[config.mk]
export PLATFORM = sky130hd
export DESIGN_NAME = seq_restoring_divider
export DESIGN_NICKNAME = d
export VERILOG_FILES = /design/src/rtl/div_pkg.sv /design/src/rtl/CLA_4bit_slice.sv /design/src/rtl/div_trial_sub.sv /design/src/rtl/seq_restoring_divider.sv
export SDC_FILE = /design/constraint.sdc
export NUM_CORES = 1
export LEC_CHECK = 0
export CAP_MARGIN = 0
export CORE_AREA = 2 2 86 88
export CTS_BUF_LIST = sky130_fd_sc_hd__clkbuf_16
export DETAILED_ROUTE_END_ITERATION = 16
export DIE_AREA = 0 0 88 90
export SYNTH_ARGS = -nofsm -noshare
export SYNTH_HDL_FRONTEND = slang
export SYNTH_HIERARCHICAL = 1
export SYNTH_SLANG_ARGS = --single-unit
[constraint.sdc]
create_clock -name iClk -period 3.53 [get_ports iClk]
set_input_delay 0.706 -clock iClk [delete_from_list [all_inputs] [get_ports iClk]]
set_output_delay 0.706 -clock iClk [all_outputs]
set_load 0.005 [all_outputs]
[src/rtl/div_pkg.sv]
// Shared types and sizing helpers for the sequential restoring divider.
// Holds the FSM state encoding and the iteration-counter width rule.
package div_pkg;

    typedef enum logic [1:0] {
        IDLE = 2'd0,
        RUN  = 2'd1,
        DONE = 2'd2
    } div_state_e;

    localparam int DIV_WIDTH = 8;

    // Counter must hold the value WIDTH itself, hence WIDTH+1 codes.
    function automatic int cnt_width(input int w);
        return $clog2(w + 1);
    endfunction

    localparam int CNT_W = cnt_width(DIV_WIDTH);

endpackage

[src/rtl/CLA_4bit_slice.sv]
// 4-bit adder slice with full carry lookahead; the building block for the
// wider adders and subtractors in the arithmetic library.
module CLA_4bit_slice (
    input  logic [3:0] i_a,
    input  logic [3:0] i_b,
    input  logic       i_cin,
    output logic [3:0] o_sum,
    output logic       o_cout
);

    logic [3:0] w_g;
    logic [3:0] w_p;
    logic [4:0] w_c;

    // Generate/propagate terms and flattened lookahead carries.
    always_comb begin
        w_g    = i_a & i_b;
        w_p    = i_a ^ i_b;
        w_c[0] = i_cin;
        w_c[1] = w_g[0] | (w_p[0] & i_cin);
        w_c[2] = w_g[1] | (w_p[1] & w_g[0]) | (w_p[1] & w_p[0] & i_cin);
        w_c[3] = w_g[2] | (w_p[2] & w_g[1]) | (w_p[2] & w_p[1] & w_g[0])
               | (w_p[2] & w_p[1] & w_p[0] & i_cin);
        w_c[4] = w_g[3] | (w_p[3] & w_g[2]) | (w_p[3] & w_p[2] & w_g[1])
               | (w_p[3] & w_p[2] & w_p[1] & w_g[0])
               | (w_p[3] & w_p[2] & w_p[1] & w_p[0] & i_cin);
        o_sum  = w_p ^ w_c[3:0];
        o_cout = w_c[4];
    end

endmodule

[src/rtl/div_trial_sub.sv]
// (WIDTH+1)-bit trial subtractor for the divider: minuend - subtrahend as
// minuend + ~subtrahend + 1 over a chain of 4-bit lookahead slices.
module div_trial_sub #(
    parameter int WIDTH = 8
) (
    input  logic [WIDTH:0] i_minuend,
    input  logic [WIDTH:0] i_subtrahend,
    output logic [WIDTH:0] o_diff,
    output logic           o_borrow
);

    localparam int N_LO = WIDTH / 4;

    logic [WIDTH:0]   w_sub_inv;
    logic [WIDTH-1:0] w_sum_lo;
    logic [N_LO:0]    w_carry;
    logic [3:0]       w_sum_top;
    logic             w_cout_top;
    logic [2:0]       w_pad_unused;

    assign w_sub_inv  = ~i_subtrahend;
    assign w_carry[0] = 1'b1;

    for (genvar gi = 0; gi < N_LO; gi++) begin : g_slice
        CLA_4bit_slice u_slice (
            .i_a    (i_minuend[4*gi +: 4]),
            .i_b    (w_sub_inv[4*gi +: 4]),
            .i_cin  (w_carry[gi]),
            .o_sum  (w_sum_lo[4*gi +: 4]),
            .o_cout (w_carry[gi+1])
        );
    end

    // Top slice carries bit WIDTH plus zero padding; the padded subtrahend
    // bits invert to ones, so the slice carry-out equals the carry out of bit WIDTH.
    CLA_4bit_slice u_slice_top (
        .i_a    ({3'b000, i_minuend[WIDTH]}),
        .i_b    ({3'b111, w_sub_inv[WIDTH]}),
        .i_cin  (w_carry[N_LO]),
        .o_sum  (w_sum_top),
        .o_cout (w_cout_top)
    );

    assign o_diff       = {w_sum_top[0], w_sum_lo};
    assign o_borrow     = ~w_cout_top;
    assign w_pad_unused = w_sum_top[3:1];

endmodule

[src/rtl/seq_restoring_divider.sv]
// Multi-cycle unsigned restoring divider: one quotient bit per clock behind a
// start/busy/done handshake, results held until the next accepted operation.
module seq_restoring_divider
    import div_pkg::*;
#(
    parameter int WIDTH = DIV_WIDTH
) (
    input  logic             iClk,
    input  logic             iRst_n,
    input  logic             iStart,
    input  logic [WIDTH-1:0] iDividend,
    input  logic [WIDTH-1:0] iDivisor,
    output logic [WIDTH-1:0] oQuotient,
    output logic [WIDTH-1:0] oRemainder,
    output logic             oBusy,
    output logic             oDone,
    output logic             oDivByZero
);

    localparam int CW = (WIDTH == DIV_WIDTH) ? CNT_W : cnt_width(WIDTH);

    div_state_e       r_state;
    logic [CW-1:0]    r_cnt;
    logic [WIDTH-1:0] r_q;
    logic [WIDTH:0]   r_r;
    logic [WIDTH-1:0] r_d;
    logic [WIDTH-1:0] r_quot;
    logic [WIDTH-1:0] r_rem;
    logic             r_busy;
    logic             r_done;
    logic             r_dbz;

    logic [WIDTH:0]   w_rs;
    logic [WIDTH:0]   w_diff;
    logic             w_borrow;
    logic [WIDTH-1:0] w_q_next;
    logic [WIDTH:0]   w_r_next;
    logic             w_r_msb_unused;

    // R never exceeds D after a restore, so its top bit only guards the subtract.
    assign w_r_msb_unused = r_r[WIDTH];

    div_trial_sub #(.WIDTH(WIDTH)) u_trial_sub (
        .i_minuend    (w_rs),
        .i_subtrahend ({1'b0, r_d}),
        .o_diff       (w_diff),
        .o_borrow     (w_borrow)
    );

    // One restoring iteration: shift in the next dividend bit, keep T on no borrow.
    always_comb begin
        w_rs     = {r_r[WIDTH-1:0], r_q[WIDTH-1]};
        w_q_next = {r_q[WIDTH-2:0], ~w_borrow};
        if (w_borrow) begin
            w_r_next = w_rs;
        end else begin
            w_r_next = w_diff;
        end
    end

    // Control FSM, iteration datapath registers and registered result outputs.
    always_ff @(posedge iClk or negedge iRst_n) begin
        if (!iRst_n) begin
            r_state <= IDLE;
            r_cnt   <= '0;
            r_q     <= '0;
            r_r     <= '0;
            r_d     <= '0;
            r_quot  <= '0;
            r_rem   <= '0;
            r_busy  <= 1'b0;
            r_done  <= 1'b0;
            r_dbz   <= 1'b0;
        end else begin
            case (r_state)
                IDLE, DONE: begin
                    r_done <= 1'b0;
                    if (iStart && (iDivisor != '0)) begin
                        r_q     <= iDividend;
                        r_r     <= '0;
                        r_d     <= iDivisor;
                        r_cnt   <= CW'(WIDTH);
                        r_busy  <= 1'b1;
                        r_state <= RUN;
                    end else if (iStart) begin
                        r_quot  <= '1;
                        r_rem   <= iDividend;
                        r_dbz   <= 1'b1;
                        r_done  <= 1'b1;
                        r_state <= DONE;
                    end else begin
                        r_state <= IDLE;
                    end
                end
                RUN: begin
                    r_q   <= w_q_next;
                    r_r   <= w_r_next;
                    r_cnt <= r_cnt - CW'(1);
                    if (r_cnt == CW'(1)) begin
                        r_quot  <= w_q_next;
                        r_rem   <= w_r_next[WIDTH-1:0];
                        r_dbz   <= 1'b0;
                        r_done  <= 1'b1;
                        r_busy  <= 1'b0;
                        r_state <= DONE;
                    end else begin
                        r_state <= RUN;
                    end
                end
                default: begin
                    r_state <= IDLE;
                    r_busy  <= 1'b0;
                    r_done  <= 1'b0;
                end
            endcase
        end
    end

    assign oQuotient  = r_quot;
    assign oRemainder = r_rem;
    assign oBusy      = r_busy;
    assign oDone      = r_done;
    assign oDivByZero = r_dbz;

endmodule
## Yosys cells after proc, flatten, opt, wreduce, memory -nomap -nowiden

Index checks and enable logic that the tools add are counted.

- Register bits after elaboration: 49
- Input port bits: 19
- Word-level logic and storage cells: 124

- $add $sub $neg: 1
- Equality and inequality tests: 7
- Muxes and demuxes: 29
- Bitwise logic cells: 68
- Reduce and logical (&&, ||, !) cells: 9

Operators by type and width:

| cell | count |
|---|---|
| 2-to-1 mux 8 bit | 9 |
| one-hot mux 8 bit (2 select lines) | 4 |
| AND 1 bit | 35 |
| bitwise OR 1 bit | 24 |
| XOR 4 bit | 4 |
| inverter 8 -> 9 bit | 1 |
| AND 4 bit | 2 |
| inequality test 2 bit (second input constant) | 4 |
| one-hot mux 4 bit (2 select lines) | 1 |
| nonzero test 8 bit | 1 |
| 2-to-1 mux 1 bit | 7 |
| 2-to-1 mux 2 bit | 3 |
| one-hot mux 1 bit (2 select lines) | 3 |
| AND reduction 2 bit | 3 |
| AND 1 x 4 -> 4 bit | 1 |
| equality test 4 x 1 -> 1 bit (second input constant) | 1 |
| 2-to-1 mux 4 bit | 1 |
| one-hot mux 2 bit (2 select lines) | 1 |
| AND reduction 4 bit | 1 |
| subtractor 4 x 1 -> 4 bit (second input constant) | 1 |
| XOR 1 x 4 -> 4 bit | 1 |
| equality test 2 x 1 -> 1 bit (second input constant) | 1 |
| equality test 2 bit (second input constant) | 1 |
| zero test 2 bit | 1 |
| 3 further kinds | 3 |

## Logic depth before layout (Yosys ltp)

Gate-level depths: netlist of run 1.

- Depth after elaboration: 14
- Gate-level depth with buffers: 17

## By module

The synthesis of run 1 kept the hierarchy.

Modules (own cells, without submodules):

| module | instances | cells an instance | area each (µm²) | sequential area each (µm²) |
|---|---|---|---|---|
| seq_restoring_divider | 1 | 230 | 2240.9 | 1226.2 |
| CLA_4bit_slice | 3 | 17 | 147.6 | 0.0 |
| div_trial_sub | 1 | 12 | 45.0 | 0.0 |

## Worst setup path after synthesis of run 1

No wires, ideal clock.

- Path kind: reg2reg
- From: register r_q[7]
- To: register r_r[3]
- Arrival time: 3.109 ns
- Slack: 0.301 ns
- Stages on the path, launching flop included: 16
- Clock period less this slack: 3.229 ns
- Cell sequence: dfrtp_1 > ha_1 > a21o_1 > a31o_1 > a21o_1 > a21o_1 > a31o_1 > a21o_1 > a21o_1 > a31o_1 > a21o_1 > inv_1 > buf_2 > mux2i_1 > nor2_1 > a31o_2

- Word-level cells in the longest chain between the ends: 10

RTL lines:

| item | RTL line | source |
|---|---|---|
| from (decl) | seq_restoring_divider.sv:24 | `logic [WIDTH-1:0] r_q;` |
| from (signal assigned) | seq_restoring_divider.sv:79 | `r_q <= iDividend;` |
| from (signal assigned) | seq_restoring_divider.sv:96 | `r_q <= w_q_next;` |
| AND 4 bit | CLA_4bit_slice.sv:17 | `w_g = i_a & i_b;` |
| AND 1 bit | CLA_4bit_slice.sv:25 | `\| (w_p[3] & w_p[2] & w_p[1] & w_g[0])` |
| bitwise OR 1 bit | CLA_4bit_slice.sv:25 |  |
| bitwise OR 1 bit (*) | CLA_4bit_slice.sv:26 | `\| (w_p[3] & w_p[2] & w_p[1] & w_p[0] & i_cin);` |
| via u_trial_sub.w_carry[1] | div_trial_sub.sv:16 | `logic [N_LO:0] w_carry;` |
| AND 1 bit (*) | CLA_4bit_slice.sv:26 |  |
| bitwise OR 1 bit (*) | CLA_4bit_slice.sv:26 |  |
| via u_trial_sub.w_carry[2] | div_trial_sub.sv:16 |  |
| AND 1 bit (*) | CLA_4bit_slice.sv:26 |  |
| bitwise OR 1 bit (*) | CLA_4bit_slice.sv:26 |  |
| via u_trial_sub.w_cout_top | div_trial_sub.sv:18 | `logic w_cout_top;` |
| 2-to-1 mux 8 bit (*) | seq_restoring_divider.sv:54 | `if (w_borrow) begin` |
| one-hot mux 8 bit (2 select lines) (*) | seq_restoring_divider.sv:75 | `case (r_state)` |
| to (signal assigned) | seq_restoring_divider.sv:97 | `r_r <= w_r_next;` |
| to (decl) | seq_restoring_divider.sv:25 | `logic [WIDTH:0] r_r;` |

Mark *: on every way through the listed nets, which the timed path passes. The rest lies on a longest branch.
A chain may end at the register's enable or synchronous reset.

## Worst setup path after layout of run 1

- From: register r_q[7]
- To: register r_rem[2], in the netlist oRemainder[2]

- Word-level cells in the longest chain between the ends: 11

RTL lines:

| item | RTL line | source |
|---|---|---|
| AND 4 bit | CLA_4bit_slice.sv:17 |  |
| AND 1 bit | CLA_4bit_slice.sv:25 |  |
| bitwise OR 1 bit | CLA_4bit_slice.sv:25 |  |
| bitwise OR 1 bit (*) | CLA_4bit_slice.sv:26 |  |
| via u_trial_sub.w_carry[1] | div_trial_sub.sv:16 |  |
| AND 1 bit (*) | CLA_4bit_slice.sv:26 |  |
| bitwise OR 1 bit (*) | CLA_4bit_slice.sv:26 |  |
| via u_trial_sub.w_carry[2] | div_trial_sub.sv:16 |  |
| AND 1 bit (*) | CLA_4bit_slice.sv:26 |  |
| bitwise OR 1 bit (*) | CLA_4bit_slice.sv:26 |  |
| via u_trial_sub.w_cout_top | div_trial_sub.sv:18 |  |
| 2-to-1 mux 8 bit (*) | seq_restoring_divider.sv:54 |  |
| 2-to-1 mux 8 bit (*) | seq_restoring_divider.sv:99 | `if (r_cnt == CW'(1)) begin` |
| one-hot mux 8 bit (2 select lines) (*) | seq_restoring_divider.sv:75 |  |
| to (signal assigned) | seq_restoring_divider.sv:87 | `r_rem <= iDividend;` |
| to (signal assigned) | seq_restoring_divider.sv:101 | `r_rem <= w_r_next[WIDTH-1:0];` |
| to (decl) | seq_restoring_divider.sv:28 | `logic [WIDTH-1:0] r_rem;` |

Mark *: on every way through the listed nets, which the timed path passes. The rest lies on a longest branch. The select of a mux whose other input is x is not followed.

==> results.cfg, run 1 <==
[critical_path]
critPathKind = reg -> reg
endpoint = oRemainder[2]
cp_slowest_cell = dfrtp_1
crit_start = r_q[7]
startpoint_type = flip-flop
crit_arrival_ps = 3490
crit_fanout = 10
path_cells = ha_1 -> a21o_1 -> a31o_1 -> a21o_1 -> a21o_1 -> a31o_1 -> a21o_1 -> a21o_1 -> a31o_1 -> a21o_1 -> inv_1 -> buf_6 -> mux2i_1 -> nor2_1 -> a21oi_1 -> o21ai_2
slowest_delay_ps = 410
crit_required_ps = 3700
critical-path-top-delay-family = compound AO/OA/AOI/OAI gates
r2r-start = r_q[7]
r2r_slack_ps = 210
worst-path-stages = 16
path_buf_inv = 2
worstReg2RegEnd = oRemainder[2]
cp_common_cell = a21o_1
reg2regPathDepth = 16
end_kind = flip-flop

[die]
start_util_pct = 37.93
rows = 31
ioPinCount = 38
die-area_sq_um = 7920
die_w_um = 88
fp.dieH_um = 90
coreArea_sq_um = 7020

[worst_hold_path]
hp-class = reg -> reg

[global_route]
antenna_found_initial = 0
grt_use_total_pct = 15.47
grt_pass1_wl_mm = 9.818
grt_max_degree = 46
grt_pass1_vias = 2051
overflow = 0

[timing]
fin_crit_sh_pct = 93.97
worstMarginPinSlew_ps = 883.9
finalSetupTns_ps = 0
max_slew_margin_pct = 41.07
max_freq_mhz = 301.5
rsz0062_at_grt = no
final.min_clock_period_ps = 3317
hold-worst-slack_ps = 472.3
fin_skew_ps = 3.538
setup_viol = 0
finalHoldViolCount = 0
finalMaxSlewViolations = 0

[cells_and_area]
regArea_sq_um = 1226
diodes = 0
syn_to_final_growth_pct = 23.97
final_nets = 359
multi_input_area_sq_um = 1297
drive_above_1_share_pct = 11.11
fillers = 715

[status]
status = finished, final reports clean

[routing]
avgViaCountPerCell = 4.794
num_vias = 2028
drt-pass1-iter-count = 4
routed_wl_mm = 5.540
ant_nets = 0
drtIter0Drc = 118
drc_errors = 0
wl_per_cell_um = 13.10

[pwr]
powerDensity_nw_per_um2 = 935.4
p_leak_nw = 1.595
ir_worst_vdd_uv = 366.5

[place]
dp_hpwl_mm = 4.048
gp_congestion = 0.7679
port_buffers = 37

[cts]
holdBufCountCts = 0
cts_buffers = 5
cts_buffer_depth = 2
htree_levels = 2
cts.sinks = 49
path_clk_slew_ps = 70
clk-insertion-delay-late_ps = 280
cts_tree = yes
clockRootBuffer = clkbuf_16

[synth]
synthCells = 284
yosysWarnings = 6
avgSynthCellArea_sq_um = 9.375
syn_area_sq_um = 2663

[flow_run]
drv_cap = 0
cell type report:
type | count | share of cell area, %
repair buffers | 43 | 12.55
flip-flops and latches | 49 | 37.15
inverters | 21 | 2.388
clock inverters | 2 | 1.061
well taps | 99 | 3.753
clock buffers | 5 | 3.791
multi-input cells | 204 | 39.31
power by group:
group | internal [mW] | switching [mW] | total, mW | leakage [nW]
sequential | 0.830 | 0.184 | 1.01 | 0.594
clock | 0.329 | 0.199 | 0.528 | 0.0797
combinational | 0.781 | 0.765 | 1.55 | 0.922
routing by layer:
metal	GRT usage, %	part of all wire, %	vias up
li1	-	-	1029
met1	20.65	48	969
met2	26.14	49	25
met3	2.204	2.1	5
met4	3.846	0.85	0
met5	0	0	-
cell usage in the layout, fill, tap and decap left out, types with 2 or more instances in the layout:
| cell | count |
|---|---|
| conb_1 | 9 |
| a21oi_1 | 23 |
| ha_1 | 14 |
| nor4_4 | 2 |
| o21ai_0 | 3 |
| a21o_1 | 9 |
| nor2b_1 | 2 |
| clkdlybuf4s50_1 | 36 |
| xor2_1 | 3 |
| o21ai_2 | 8 |
| xnor2_1 | 4 |
| a31o_1 | 3 |
| nor3_1 | 4 |
| a31oi_1 | 2 |
| mux2i_1 | 8 |
| fa_1 | 2 |
| nand3_1 | 26 |
| dfrtp_1 | 49 |
| a31o_2 | 8 |
| clkbuf_16 | 5 |
| buf_4 | 5 |
| nor2_1 | 25 |
| inv_1 | 21 |
| nand2_1 | 38 |
sequential cells by signal, indices dropped and copies added, names as in the netlist:
| register | cells |
|---|---|
| r_r | 8 |
| oBusy | 1 |
| r_state | 2 |
| oDivByZero | 1 |
| r_q | 8 |
| oQuotient | 8 |
| oRemainder | 8 |
| r_d | 8 |
| r_cnt | 4 |
| oDone | 1 |
per-stage QoR:
stage / std cells / utilization [%] / worst slack [ps] / instance area [sq um] / power [mW]
final: 423 / 47.01 / 212.8 / 3301 / 3.087
after global routing: 423 / 47.01 / 2.764 / 3301 / 3.384
after CTS: 423 / 46.96 / 166.9 / 3297 / 3.120
after detailed placement: 416 / 44.68 / 165.1 / 3137 / 2.584
after global placement: 416 / 44.68 / 227.6 / 3137 / 2.551
after floorplan: 290 / - / 364.8 / 2685 / 2.130
how the worst min path moves through the flow:
stage	cells after the start	slack, ps	to	startpoint
2_1_floorplan	0	410	oBusy	iRst_n
3_3_place_gp	1	460	r_cnt[3]	r_cnt[3]
3_5_place_dp	2	460	r_d[6]	r_d[6]
4_1_cts	2	480	r_d[6]	r_d[6]
5_1_grt	2	510	r_d[0]	r_d[0]
6_report	2	470	r_d[6]	r_d[6]
tightest hold or removal path, delay by kind of cell (launching register included):
kind,cells,cell delay [ps]
flops,1,340
simple gates,2,100
timing repair:
action,4_1_cts,5_1_grt
setup endpoints to repair,0,6
buffers inserted,0,0
gates resized for setup,0,1
endpoints found under the hold margin,0,0
Power figures use the tool's default switching activity.
==> inputs of run 2 (changes only) <==
Settings changed: CAP_MARGIN 0 to default, REMOVE_ABC_BUFFERS from default to 1.
==> run 2 against run 1 <==
  * Critical path type unchanged
  * Non-clock buffer count did not move
  * Largest cell class unchanged
  * Sequential cell count unchanged
  * First-iteration DRC count shrank 16%
  * Highest routed layer unchanged
==> results.cfg, run 2 (synthesis gave the netlist of run 1 again) <==
[status]
status = finished, final reports clean

[critical_path]
crit_arrival_ps = 3470
cp_slowest_cell = dfrtp_1
crit_required_ps = 3700
startpoint_type = flip-flop
crit_fanout = 10
path_cells = ha_1 -> a21o_1 -> a31o_1 -> a21o_1 -> a21o_1 -> a31o_1 -> a21o_1 -> a21o_1 -> a31o_1 -> a21o_1 -> inv_1 -> buf_12 -> mux2i_1 -> nor2_1 -> a21oi_1 -> o21ai_2
slowest_delay_ps = 420
critPathKind = reg -> reg
path_buf_inv = 2
end_kind = flip-flop
cp_common_cell = a21o_1
critical-path-top-delay-family = compound AO/OA/AOI/OAI gates

[place]
port_buffers = 37
gp_congestion = 0.7425
placedCellCount = 416
dp_hpwl_mm = 4.079
detailedPlace.worstSlack_ps = 237.9

[cts]
cts_buffer_depth = 2
post_cts_buffers = 0
path_clk_slew_ps = 70
clk-insertion-delay-late_ps = 290
holdBufCountCts = 0
cts_buffers = 5
cts_resized = 0
clockRootBuffer = clkbuf_16
htree_levels = 2
cts_tree = yes
cts.sinks = 49

[routing]
wl_met2_mm = 2.704
routed.top_layer = met4
drt-pass1-iter-count = 4
wl_per_cell_um = 13.69
routed_wl_mm = 5.803
num_vias = 2089
avgViaCountPerCell = 4.927
drc_errors = 0
drtIter0Drc = 99
wl_met1_mm = 2.748
ant_nets = 0
wl_met3_um = 249

[timing]
worstMarginPinSlew_ps = 973.3
setup_ws_ps = 234.4
fin_skew_ps = 7.881
rsz0062_at_grt = no
max_freq_mhz = 303.4
finalMaxSlewViolations = 0
fin_crit_sh_pct = 93.36
finalSetupTns_ps = 0
finalHoldViolCount = 0
setup_viol = 0
max_slew_margin_pct = 34.98
final.min_clock_period_ps = 3296

[cells_and_area]
diodes = 0
drive_above_1_share_pct = 11.08
mostFrequentLayoutCells = dfrtp_1 (49), nand2_1 (38), clkdlybuf4s50_1 (36), nand3_1 (26), nor2_1 (25)
syn_to_final_growth_pct = 24.53
final_common_cell = dfrtp_1
fillers = 692
fin_cells = 424
final_nets = 359

[pwr]
p_leak_nw = 1.596
ir_worst_vdd_uv = 558.8
total_power_mw = 3.143
powerDensity_nw_per_um2 = 947.8

[global_route]
grt_pass1_wl_mm = 9.770
grt_use_total_pct = 15.62
grt_pass1_vias = 2077
grt_max_degree = 47
antenna_found_initial = 0
overflow = 0

[die]
rows = 31
die-area_sq_um = 7920
fp.dieH_um = 90
die_w_um = 88
coreArea_sq_um = 7020
ioPinCount = 38
start_util_pct = 37.93

[worst_hold_path]
hp-class = reg -> reg

[flow_run]
drv_cap = 0
-- run 2: through the flow --
step	cell area, sq um	utilization (%)	hold slack, ps
global placement	3149	44.86	458.2
finish	3316	47.23	478.1
floorplan	2603	-	410.4
global route	3316	47.23	501.8
CTS	3316	47.23	480.5
detailed placement	3149	44.86	466.1
-- run 2: layout make-up --
class                      instances  area (sq um)  share of cell area (%)
clock buffer                       5         125.1                   3.774
clock inverter                     3         41.29                   1.245
inverter                          21         78.83                   2.377
multi-input combinational        204          1297                   39.13
sequential                        49          1226                   36.98
tap                               99         123.9                   3.736
timing repair buffer              43         422.9                   12.75
-- run 2: final timing paths --
path	slack [ps]	end	cells after the start	from
min in group asynchronous	520	r_d[0]	1	iRst_n
worst min-delay path	480	r_d[6]	2	r_d[6]
worst min register to register	480	r_d[6]	2	r_d[6]
max in group asynchronous	2310	r_q[0]	2	iRst_n
worst max register to register	230	oRemainder[4]	16	r_q[7]
worst max-delay path	230	oRemainder[4]	16	r_q[7]
-- run 2: report_power, final --
| part | leakage, nW | internal [mW] | switching (mW) | total, mW |
|---|---|---|---|---|
| clock | 0.0775 | 0.332 | 0.214 | 0.547 |
| combinational | 0.925 | 0.790 | 0.796 | 1.59 |
| sequential | 0.594 | 0.830 | 0.180 | 1.01 |
| total | 1.60 | 1.95 | 1.19 | 3.14 |
-- run 2: tightest hold or removal path, cell delays in order, from the launching register on --
cell and delay [ps]:
dfrtp_1 340, nand2_1 50, nand2_1 50
-- run 2: metal layers --
layer	GRT usage (%)	vias to the layer above
met4	5.641	0
li1	-	1032
met2	24.49	43
met5	0	-
met1	21.29	1006
met3	3.030	8
==> inputs of run 3 (changes only) <==
Settings changed: CORE_AREA 2 2 86 88 to 4 4 88 90, DIE_AREA 0 0 88 90 to 0 0 92 94.
==> run 3 against run 2 <==
  * Total power shrank 2.3%
  * Clock-buffer cell count did not move
  * Clock power fell by 11%
  * Sequential cell count unchanged
  * Clock skew shrank 0.88 ps
  * Final area is 0.60% lower
  * Non-clock buffer count is the same
  * Sequential power hardly changed
  * Worst hold slack improved by 4.0 ps
  * Cell count did not move
==> results.cfg, run 3 (synthesis gave the netlist of run 1 again) <==
[status]
status = finished, final reports clean

[timing]
worstMarginPinSlew_ps = 1003
max_freq_mhz = 299.2
finalMaxSlewViolations = 0
finalSetupTns_ps = 0
max_slew_margin_pct = 32.98
fin_crit_sh_pct = 94.70
fin_skew_ps = 6.998
finalHoldViolCount = 0
rsz0062_at_grt = no
setup_viol = 0
final.min_clock_period_ps = 3343

[critical_path]
path_buf_inv = 2
critical-path-top-delay-family = compound AO/OA/AOI/OAI gates
reg2regPathDepth = 16
startpoint_type = flip-flop
cp_common_cell = a21o_1
r2r-start = r_q[7]
worstReg2RegEnd = oRemainder[4]
cp_slowest_cell = dfrtp_1
path_cells = ha_1 -> a21o_1 -> a31o_1 -> a21o_1 -> a21o_1 -> a31o_1 -> a21o_1 -> a21o_1 -> a31o_1 -> a21o_1 -> inv_1 -> buf_12 -> mux2i_1 -> nor2_1 -> a21oi_1 -> o21ai_2
crit_arrival_ps = 3530
crit_start = r_q[7]
r2r_slack_ps = 190
slowest_delay_ps = 430
end_kind = flip-flop
critPathKind = reg -> reg
crit_required_ps = 3710
crit_fanout = 10

[routing]
routed_wl_mm = 5.778
num_vias = 2085
avgViaCountPerCell = 4.917
ant_nets = 0
drc_errors = 0
drt-pass1-iter-count = 4
drtIter0Drc = 97
wl_per_cell_um = 13.63

[cells_and_area]
diodes = 0
final_common_cell = dfrtp_1
syn_to_final_growth_pct = 23.78
mostFrequentLayoutCells = dfrtp_1 (49), nand2_1 (38), clkdlybuf4s50_1 (36), nand3_1 (26), nor2_1 (25)
fillers = 712
drive_above_1_share_pct = 11.38
final_nets = 359

[cts]
clockRootBuffer = clkbuf_16
path_clk_slew_ps = 70
cts.sinks = 49
cts_tree = yes
htree_levels = 2
clk-insertion-delay-late_ps = 290
cts_buffers = 5
post_cts_buffers = 0
cts_buffer_depth = 2
holdBufCountCts = 0
cts_resized = 0

[worst_hold_path]
hp-class = reg -> reg
holdCritStartpoint = r_d[1]
worstHoldEndpoint = r_d[1]
holdPathStages = 2

[place]
port_buffers = 37
dp_hpwl_mm = 4.193
gp_congestion = 0.7719

[die]
die-area_sq_um = 8648
coreArea_sq_um = 7059
die_w_um = 92
start_util_pct = 37.72
fp.dieH_um = 94
rows = 31
ioPinCount = 38

[pwr]
ir_worst_vdd_uv = 436.8
powerDensity_nw_per_um2 = 931.8
p_leak_nw = 1.589
total_power_mw = 3.071

[global_route]
grt_pass1_vias = 2067
grt_use_total_pct = 14.28
grt_pass1_wl_mm = 9.749
grt_max_degree = 46
overflow = 0
antenna_found_initial = 0

[flow_run]
drv_cap = 0
[run 3: cell count changes in the layout (fill, tap and decap cells not counted)]
cell       previous run  this run
clkinv_2              0         1
inv_6                 0         1
bufinv_16             1         0
clkinv_1              1         0
[run 3: metal layers]
metal | vias up | global-route usage [%] | part of all wire (%)
li1 | 1033 | - | -
met1 | 993 | 18.88 | 46
met2 | 48 | 23.42 | 47
met3 | 11 | 2.564 | 5.0
met4 | 0 | 5.322 | 1.8
met5 | - | 0 | 0
[run 3: worst max path at each step]
stage | endpoint | slack, ps | cells past startpoint
after floorplan | r_r[0] | 290 | 14
after global placement | r_r[4] | 270 | 15
after detailed placement | oRemainder[4] | 210 | 16
after CTS | oRemainder[4] | 170 | 16
after global routing | oRemainder[6] | 30 | 16
final | oRemainder[4] | 190 | 16
[run 3: power breakdown]
group	switching (mW)	total [mW]	internal, mW
sequential	0.179	1.01	0.830
combinational	0.789	1.58	0.787
clock	0.221	0.485	0.264
[run 3: layout make-up]
cell class	count	area (sq um)	area share, %
Inverter	21	78.83	2.392
Sequential cell	49	1226	37.21
Multi-Input combinational cell	204	1297	39.37
Tap cell	99	123.9	3.759
Timing Repair Buffer	43	422.9	12.83
Clock inverter	3	21.27	0.6454
Clock buffer	5	125.1	3.797
[run 3: per-stage QoR]
step                      instances  setup slack, ps  hold WS (ps)  util [%]  cell area [sq um]
final                           424            187.2         482.2     46.69               3296
after global placement          416            269.2         457.4     44.61               3149
after global routing            424            25.05         497.6     46.69               3296
after detailed placement        416            213.6         468.2     44.61               3149
after CTS                       424            169.0         483.7     46.69               3296
after floorplan                 274            291.0         410.4         -               2603
[run 3: worst reg2reg max path, cell delays in order, from the launching register on]
cell and delay, ps:
dfrtp_1 430, ha_1 300, a21o_1 190, a31o_1 250, a21o_1 190, a21o_1 170, a31o_1 230, a21o_1 180
a21o_1 150, a31o_1 210, a21o_1 170, inv_1 90, buf_12 140, mux2i_1 210, nor2_1 70, a21oi_1 180
o21ai_2 70
